<file path="src/rtl/ppm_pkg.sv">
// ppm_pkg: shared types and default constants for the PPM frame decoder
package ppm_pkg;
  localparam int CODE_W = 16;
  localparam int NCH_DEF = 8;
  localparam logic [CODE_W-1:0] SYNC_MIN_DEF = 16'd5000;
  localparam logic [CODE_W-1:0] MIN_W_DEF = 16'd800;
  localparam logic [CODE_W-1:0] MAX_W_DEF = 16'd2400;
  localparam logic [23:0] TIMEOUT_DEF = 24'd2000000;
  typedef enum logic [1:0] {HUNT, CHAN, WAIT_SYNC} ppm_state_e;
endpackage

</file>
<file path="src/rtl/ppm_watchdog.sv">
// ppm_watchdog: idle counter that flags link loss when VALID stops arriving
module ppm_watchdog
  import ppm_pkg::*;
#(
  parameter logic [23:0] TIMEOUT = TIMEOUT_DEF
) (
  input  logic CLK,
  input  logic RST_N,
  input  logic VALID,
  input  logic COMMIT,
  output logic LOST_EVT,
  output logic LOST
);
  logic [23:0] cnt;
  // A strobe in the reaching cycle wins, so the event only fires on an idle cycle
  assign LOST_EVT = !VALID && cnt == TIMEOUT - 24'd1;
  // Count idle cycles up to TIMEOUT; LOST is set on timeout and cleared by a commit
  always_ff @(posedge CLK) begin
    if (!RST_N) begin
      cnt <= '0;
      LOST <= 1'b1;
    end else begin
      cnt <= VALID ? '0 : (cnt >= TIMEOUT ? cnt : cnt + 24'd1);
      LOST <= LOST_EVT ? 1'b1 : (COMMIT ? 1'b0 : LOST);
    end
  end
endmodule

</file>
<file path="src/rtl/ppm_frame_decoder.sv">
// ppm_frame_decoder: classifies PPM pulse codes, assembles frames and commits them atomically
module ppm_frame_decoder
  import ppm_pkg::*;
#(
  parameter int NCH = NCH_DEF,
  parameter logic [CODE_W-1:0] SYNC_MIN = SYNC_MIN_DEF,
  parameter logic [CODE_W-1:0] MIN_W = MIN_W_DEF,
  parameter logic [CODE_W-1:0] MAX_W = MAX_W_DEF,
  parameter logic [23:0] TIMEOUT = TIMEOUT_DEF
) (
  input  logic              CLK,
  input  logic              RST_N,
  input  logic [CODE_W-1:0] CODE,
  input  logic              VALID,
  input  logic [3:0]        CH_SEL,
  output logic [CODE_W-1:0] CH_VALUE,
  output logic              FRAME_VALID,
  output logic [7:0]        FRAME_CNT,
  output logic [7:0]        ERR_CNT,
  output logic              LOST
);
  localparam logic [3:0] LAST = 4'(NCH - 1);
  localparam logic [4:0] NCH5 = 5'(NCH);
  ppm_state_e state, state_n;
  logic [3:0] idx, idx_n;
  logic [CODE_W-1:0] shadow [16];
  logic [CODE_W-1:0] committed [16];
  logic is_sync, is_chan, wr, clr, commit, err, lost_evt;
  assign is_sync = VALID && CODE >= SYNC_MIN;
  assign is_chan = VALID && CODE >= MIN_W && CODE <= MAX_W;
  ppm_watchdog #(.TIMEOUT(TIMEOUT)) u_wd (
    .CLK(CLK), .RST_N(RST_N), .VALID(VALID), .COMMIT(commit),
    .LOST_EVT(lost_evt), .LOST(LOST)
  );
  // Next-state and datapath controls; any non-SYNC, non-CHAN strobe is BAD
  always_comb begin
    state_n = state;
    idx_n = idx;
    wr = 1'b0;
    clr = 1'b0;
    commit = 1'b0;
    err = 1'b0;
    case (state)
      HUNT: if (is_sync) begin
        state_n = CHAN;
        idx_n = '0;
      end
      CHAN: if (is_chan) begin
        wr = 1'b1;
        idx_n = idx == LAST ? '0 : idx + 4'd1;
        state_n = idx == LAST ? WAIT_SYNC : CHAN;
      end else if (is_sync) begin
        err = 1'b1;
        clr = 1'b1;
        idx_n = '0;
      end else if (VALID) begin
        err = 1'b1;
        state_n = HUNT;
        idx_n = '0;
      end
      WAIT_SYNC: if (is_sync) begin
        commit = 1'b1;
        state_n = CHAN;
        idx_n = '0;
      end else if (VALID) begin
        err = 1'b1;
        state_n = HUNT;
      end
      default: state_n = HUNT;
    endcase
    if (lost_evt) begin
      state_n = HUNT;
      idx_n = '0;
    end
  end
  // State register
  always_ff @(posedge CLK) begin
    if (!RST_N) begin
      state <= HUNT;
      idx <= '0;
    end else begin
      state <= state_n;
      idx <= idx_n;
    end
  end
  // Shadow capture, atomic commit, readout and frame/error counters
  always_ff @(posedge CLK) begin
    if (!RST_N) begin
      shadow <= '{default: '0};
      committed <= '{default: '0};
      CH_VALUE <= '0;
      FRAME_VALID <= 1'b0;
      FRAME_CNT <= '0;
      ERR_CNT <= '0;
    end else begin
      if (clr) shadow <= '{default: '0};
      else if (wr) shadow[idx] <= CODE;
      if (commit) committed <= shadow;
      CH_VALUE <= {1'b0, CH_SEL} < NCH5 ? committed[CH_SEL] : '0;
      FRAME_VALID <= commit;
      FRAME_CNT <= commit ? FRAME_CNT + 8'd1 : FRAME_CNT;
      ERR_CNT <= err && ERR_CNT != 8'hFF ? ERR_CNT + 8'd1 : ERR_CNT;
    end
  end
endmodule
</file>
<file path="config.mk">
export PLATFORM = sky130hd
export DESIGN_NAME = ppm_frame_decoder
export DESIGN_NICKNAME = d
export VERILOG_FILES = /design/src/rtl/ppm_pkg.sv /design/src/rtl/ppm_watchdog.sv /design/src/rtl/ppm_frame_decoder.sv
export SDC_FILE = /design/constraint.sdc
export NUM_CORES = 1
export LEC_CHECK = 0
export CAP_MARGIN = 40
export CORE_ASPECT_RATIO = 1.2
export CORE_MARGIN = 5
export CORE_UTILIZATION = 55
export CTS_CLUSTER_SIZE = 28
export DETAILED_ROUTE_END_ITERATION = 6
export PLACE_DENSITY_LB_ADDON = 0.15
export SYNTH_ARGS = -nofsm -noshare
export SYNTH_HDL_FRONTEND = slang
export SYNTH_SLANG_ARGS = --single-unit
</file>
<file path="constraint.sdc">
create_clock -name CLK -period 5.4 [get_ports CLK]
set_clock_uncertainty 0.1 [all_clocks]
set_input_delay 1.08 -clock CLK [delete_from_list [all_inputs] [get_ports CLK]]
set_output_delay 1.08 -clock CLK [all_outputs]
set_load 0.01 [all_outputs]
</file>
# Word level (Yosys, flattened, before mapping)
# Cells that the tools add are included.
[word_totals] regBits=576 out_inout_bits=34 elab_cells=110
[classes] n_eq_ne=9 mux=30 bitwise_logic=3 n_lt_le_gt_ge=8 addsub=4 reduce_logical=16
[op_table] operator="256-bit bitwise mux" n=1
[op_table] operator="16-bit binary-select mux with 4-bit select" n=1
[op_table] operator="16-bit demux with 4-bit select" n=1
[op_table] operator="16-bit 2-to-1 mux" n=3
[op_table] operator="24-bit by 1-bit adder with 24-bit output (second input constant)" n=1
[op_table] operator="24-bit by 21-bit equality test with 1-bit output (second input constant)" n=1
[op_table] operator="24-bit by 21-bit greater-or-equal comparator with 1-bit output (second input constant)" n=1
[op_table] operator="4-bit 2-to-1 mux" n=5
[op_table] operator="8-bit by 1-bit adder with 8-bit output (second input constant)" n=2
[op_table] operator="16-bit by 10-bit greater-or-equal comparator with 1-bit output (second input constant)" n=1
[op_table] operator="16-bit by 13-bit greater-or-equal comparator with 1-bit output (second input constant)" n=1
[op_table] operator="16-bit by 12-bit <= comparator with 1-bit output (second input constant)" n=1
[op_table] operator="2-bit 2-to-1 mux" n=6
[op_table] operator="5-bit greater-or-equal comparator (second input constant)" n=2
[op_table] operator="1-bit 2-to-1 mux" n=10
[op_table] operator="4-bit NOT with 5-bit output" n=2
[op_table] operator="8-bit != test (second input constant)" n=1
[op_table] operator="4-bit case mux with 2 select lines" n=1
[op_table] operator="2-bit OR reduction" n=4
[op_table] operator="1-bit logical AND" n=6
[op_table] operator="2-bit case mux with 3 select lines" n=1
[op_table] operator="5-bit by 1-bit < comparator with 1-bit output (second input constant)" n=1
[op_table] operator="4-bit by 1-bit adder with 4-bit output (second input constant)" n=1
[op_table] operator="4-bit by 3-bit equality test with 1-bit output (second input constant)" n=1
[op_table] operator="other kinds (14)" n=15

# Logic depth before layout (Yosys ltp)
[depth] depth_word=6 depth_mapped=9 ltp_nobuf=7

# Hierarchy
# From an unflattened synthesis, not the netlist that was laid out.
[hier_totals] cells_unflattened=1424 hier_area_um2=13098.8
[modules_own_cells] module="ppm_frame_decoder" cells_each=1267 instances=1 seq_area_each_um2=5905.7 area_per_inst_um2=11722.5
[modules_own_cells] module="ppm_watchdog" cells_each=157 instances=1 seq_area_each_um2=500.5 area_per_inst_um2=1376.3

# Least setup slack after synthesis
# No wires, ideal clock.
[synth_path] path_type="input -> register" startpoint="input CODE[3]" endpoint="register ERR_CNT[5]" t_arrival_ps=2923 setup_ps=72 path_stages=7 t_required_ps=5228 n_path_buf=2 slack_ps=2305 path_cell_list="buf_6 -> or4_4 -> a2111oi_4 -> o2111ai_2 -> buf_6 -> nor4_1 -> mux2i_1"
[synth_via] elab_chain_len=6 word_cells_on_any_way=11
[synth_rtl] item="from (decl)" line="ppm_frame_decoder.sv:13" text="input logic [CODE_W-1:0] CODE,"
[synth_rtl] item="16-bit by 13-bit greater-or-equal comparator with 1-bit output / 16-bit by 10-bit greater-or-equal comparator with 1-bit output (equally long branches)" line="ppm_frame_decoder.sv:29, ppm_frame_decoder.sv:30"
[synth_rtl] item="1-bit logical AND, on equally long branches" line="ppm_frame_decoder.sv:29, ppm_frame_decoder.sv:30"
[synth_rtl] item="1-bit 2-to-1 mux / 1-bit logical AND (equally long branches)" line="ppm_frame_decoder.sv:52, ppm_frame_decoder.sv:30"
[synth_rtl] item="1-bit 2-to-1 mux" line="ppm_frame_decoder.sv:48" text="CHAN: if (is_chan) begin"
[synth_rtl] item="1-bit case mux with 2 select lines *" line="ppm_frame_decoder.sv:43" text="case (state)"
[synth_rtl] item="1-bit logical AND *" line="ppm_frame_decoder.sv:102" text="ERR_CNT <= err && ERR_CNT != 8'hFF ? ERR_CNT + 8'd1 : ERR_CNT;"
[synth_rtl] item="to (signal assigned)" line="ppm_frame_decoder.sv:102"
[synth_rtl] item="to (decl)" line="ppm_frame_decoder.sv:19" text="output logic [7:0] ERR_CNT,"
# Mark *: on every way between the ends. The rest lies on a longest branch, timed or not.
# A chain may end at the register's enable or synchronous reset.

# Worst setup path in the final report
[layout_path] startpoint="input CODE[8]" endpoint="register shadow[204] (netlist name)"
[layout_via] elab_chain_len=6 word_cells_on_any_way=12
[layout_rtl] item="16-bit by 13-bit greater-or-equal comparator with 1-bit output / 16-bit by 10-bit greater-or-equal comparator with 1-bit output (equally long branches)" line="ppm_frame_decoder.sv:29, ppm_frame_decoder.sv:30"
[layout_rtl] item="1-bit logical AND, on equally long branches" line="ppm_frame_decoder.sv:29, ppm_frame_decoder.sv:30"
[layout_rtl] item="1-bit 2-to-1 mux / 1-bit logical AND (equally long branches)" line="ppm_frame_decoder.sv:52, ppm_frame_decoder.sv:30"
[layout_rtl] item="1-bit 2-to-1 mux" line="ppm_frame_decoder.sv:48"
[layout_rtl] item="1-bit 2-to-1 mux" line="ppm_frame_decoder.sv:43"
[layout_rtl] item="2-bit OR reduction (no line)"
[layout_rtl] item="to (signal assigned)" line="ppm_frame_decoder.sv:89" text="shadow <= '{default: '0};"
[layout_rtl] item="to (signal assigned)" line="ppm_frame_decoder.sv:96" text="if (clr) shadow <= '{default: '0};"
[layout_rtl] item="to (signal, indexed assignment)" line="ppm_frame_decoder.sv:97" text="else if (wr) shadow[idx] <= CODE;"
[layout_rtl] item="to (decl)" line="ppm_frame_decoder.sv:26" text="logic [CODE_W-1:0] shadow [16];"
# Parallel ways exist; a longest one is shown, timed or not.

==> flow_metrics.env <==
export IMPL_status="finished, final reports clean"
export IMPL_htreeDepth=1
export IMPL_drtIter0Drc=603
export IMPL_p_leak_uw=0.005178
export IMPL_ys_flop_type="dfxtp_1"
export IMPL_register_area_sq_um=6406
export IMPL_tns_ns=0
export IMPL_overflow=0
export IMPL_routedWlPerCell_um=17.28
export IMPL_die_y_um=177.7
export IMPL_seq_area_frac_synth_pct=49.72
export IMPL_tightest_slew_ns=0.9017
export IMPL_rows=61
export IMPL_synth_edf_count=0
export IMPL_cts_resized=0
export IMPL_multi_input_area_sq_um=5821
export IMPL_endpoint_kind="flop"
export IMPL_ant_nets=0
export IMPL_synthTopCellsByCount="434 x nand2_1, 320 x dfxtp_1, 222 x a21oi_1, 70 x clkbuf_1, 63 x buf_2"
export IMPL_vias=10065
export IMPL_cts_setup_buffers=0
export IMPL_antenna_found_initial=0
export IMPL_synthArstFlopShare_pct=0
export IMPL_syn_area_sq_um=12880
export IMPL_synth_nets=1529
export IMPL_synth_top_area_share_pct=49.72
export IMPL_synth_seq_cells=320
export IMPL_clock_sinks=320
export IMPL_numCtsBuffers=31
export IMPL_placed_area_sq_um=13560
export IMPL_dr_pass1_iters=5
export IMPL_post_route_util_pct=63.82
export IMPL_clockBufferDepth=3
export IMPL_syn_area_per_cell_sq_um=8.624
export IMPL_gp_congestion=0.8903
export IMPL_io_pins=57
export IMPL_grt_pass1_vias=9536
export IMPL_cts_hold_fix_buffers=0
export IMPL_slew_headroom_pct=39.89
export IMPL_track_usage_pct=23.41
export IMPL_vias_per_cell=5.579
export IMPL_dieArea_sq_um=26600
export IMPL_grt_pass1_wl_um=50340
export IMPL_ir_worst_vdd_mv=0.2502
export IMPL_critPathSlowestCell="or4_1"
export IMPL_portBuffers=56
export IMPL_final_min_clock_period_ns=3.774
export IMPL_clk_pin_slew_ns=0.06
export IMPL_r2r_end="u_wd.cnt[12]"
export IMPL_slew_viol_final=0
export IMPL_yosysTopAreaCell="dfxtp_1"
export IMPL_n_antenna_cell=0
export IMPL_yosys_warnings=0
export IMPL_critPathLaunchType="input pin"
export IMPL_core_area_sq_um=23130
export IMPL_r2r_cells=5
export IMPL_fin_area_sq_um=14760
export IMPL_max_cap_viol_count=0
export IMPL_synth_most_common_cell="nand2_1"
export IMPL_crit_arrival_ns=4.11
export IMPL_hold_start="shadow[204]"
export IMPL_rsz0062_at_grt="no"
export IMPL_timing_fmax_ghz=0.2650
export IMPL_path_cells="clkdlybuf4s50_1 -> o311ai_1 -> a2111o_1 -> or4_1 -> and3_1"
export IMPL_min_path_cells=2
export IMPL_drc=0
export IMPL_synthTopCellsByArea="dfxtp_1 50%, nand2_1 13%, a21oi_1 8.6%"
export IMPL_crit_fanout=19
export IMPL_grt_max_degree=129
export IMPL_area_growth_pct=14.56
export IMPL_max_stage_delay_ns=1.03
export IMPL_clk_latency_ns=0.54
export IMPL_final_nets=1500
export IMPL_holdPathEnd="committed[204]"
export IMPL_r2r_setup_slack_ns=2.65
export IMPL_fin_crit_sh_pct=69.88
export IMPL_final_layout_size_suffix_gt1_share_pct=9.201
export IMPL_num_fill_cells=1964
export IMPL_worstSetupPathType="input pin to flop"
export IMPL_start_util_pct=55.71
export IMPL_cts_tree="yes"
export IMPL_p_per_area_nw_per_um2=341.0
export IMPL_crit_required_ns=5.74
export IMPL_dp_hpwl_um=19710
export IMPL_hold_viol=0
export IMPL_min_path_type="flop to flop"
export IMPL_finalPower_uw=5032
export IMPL_drt_wl_total_um=31180
export IMPL_syn_inst=1494
export IMPL_setup_viol_count_final=0
export IMPL_cts_root_buf="clkbuf_16"
export IMPL_die_w_um=149.7
export IMPL_worstReg2RegStart="u_wd.cnt[11]"
export IMPL_synth_cell_types=56
==> kinds of logic after synthesis <==
kind of cell / count (synthesis) / synth area share, %
AOI/OAI and AO/OA: 268 / 11.52
xor gates and xnor gates: 8 / 0.5438
and+or+nand+nor: 644 / 22.13
buffers and inverters: 161 / 5.516
muxes: 81 / 9.401
DFF: 320 / 49.72
adders and majority gates: 12 / 1.165
==> cell usage in the layout, fill, tap and decap left out, types with 3 or more instances in the layout <==
cell             Yosys  layout
nand2_1            434     433
dfxtp_1            320     320
a21oi_1            222     222
nor2_1              57      56
clkdlybuf4s50_1      0      54
mux2i_1             49      49
and3_1              40      40
mux4_2              32      32
clkbuf_16            0      31
nand3_1             21      21
or4_1               20      20
buf_4                1      18
nor4_1              19      16
inv_1               15      14
ha_1                12      12
or3_1               11      11
nand4_1             10      10
o31ai_1             10      10
bufinv_16            0       9
o21ai_0              8       8
nor3_1               7       7
clkbuf_8             0       7
nor4_2               3       6
buf_12               0       6
nand2b_1             5       5
o21a_1               5       5
and4_1               5       5
clkinv_2             0       5
xor2_1               4       4
xnor2_1              4       4
or2_2                3       3
o41ai_1              3       3
buf_8                0       3
==> critical path, delay by kind of cell <==
family | cells | cell delay, ns
AOI/OAI and AO/OA | 2 | 0.86
buffers and inverters | 1 | 0.75
and+or+nand+nor | 2 | 1.41
==> power by group <==
part	leakage, uW	internal, uW	switching, uW
Combinational	0.00201	57.5	131
Clock	0.000594	1580	901
Sequential	0.00258	2360	3.60
Total	0.00518	4000	1040
==> flip-flops by register name, indices dropped and copies added (netlist names) <==
| register | count |
|---|---|
| committed | 128 |
| shadow | 128 |
| u_wd.cnt | 24 |
| CH_VALUE | 16 |
| ERR_CNT | 8 |
| FRAME_CNT | 8 |
| idx | 4 |
| state | 2 |
| FRAME_VALID | 1 |
| u_wd.LOST | 1 |
==> area by class of cell <==
| class | instances | share of cell area [%] |
|---|---|---|
| Clock inverter | 17 | 2.179 |
| Clock buffer | 40 | 5.960 |
| Timing Repair Buffer | 84 | 5.951 |
| Inverter | 15 | 0.3984 |
| Tap cell | 315 | 2.670 |
| Sequential cell | 320 | 43.40 |
| Multi-Input combinational cell | 1013 | 39.44 |
==> worst max path at each step <==
| stage | start | to | slack (ns) | cells after the start |
|---|---|---|---|---|
| after CTS | CODE[8] | shadow[209] | 1.66 | 7 |
| after global placement | CODE[8] | shadow[220] | 1.05 | 5 |
| after detailed placement | CODE[8] | shadow[209] | 1.10 | 7 |
| final | CODE[8] | shadow[204] | 1.63 | 5 |
| after floorplan | CODE[3] | ERR_CNT[5] | 2.30 | 7 |
| after global routing | CODE[8] | shadow[213] | 1.53 | 7 |
==> per-stage QoR <==
stage | std cells | hold WS [ns] | worst slack (ns)
after floorplan | 1494 | 0.3274 | 2.305
after global placement | 1740 | 0.3356 | 1.049
after detailed placement | 1747 | 0.3399 | 1.100
after CTS | 1804 | 0.3491 | 1.660
after global routing | 1804 | 0.3608 | 1.532
final | 1804 | 0.3489 | 1.626
==> routing by layer <==
metal	routed length, um	vias to the layer above	track usage [%]
met5	0	-	0
met2	14950	246	39.40
met4	755	0	6.522
li1	-	5021	-
met1	13890	4743	32.03
met3	1578	55	2.708
Note: power is estimated with default switching activity, not from simulation.
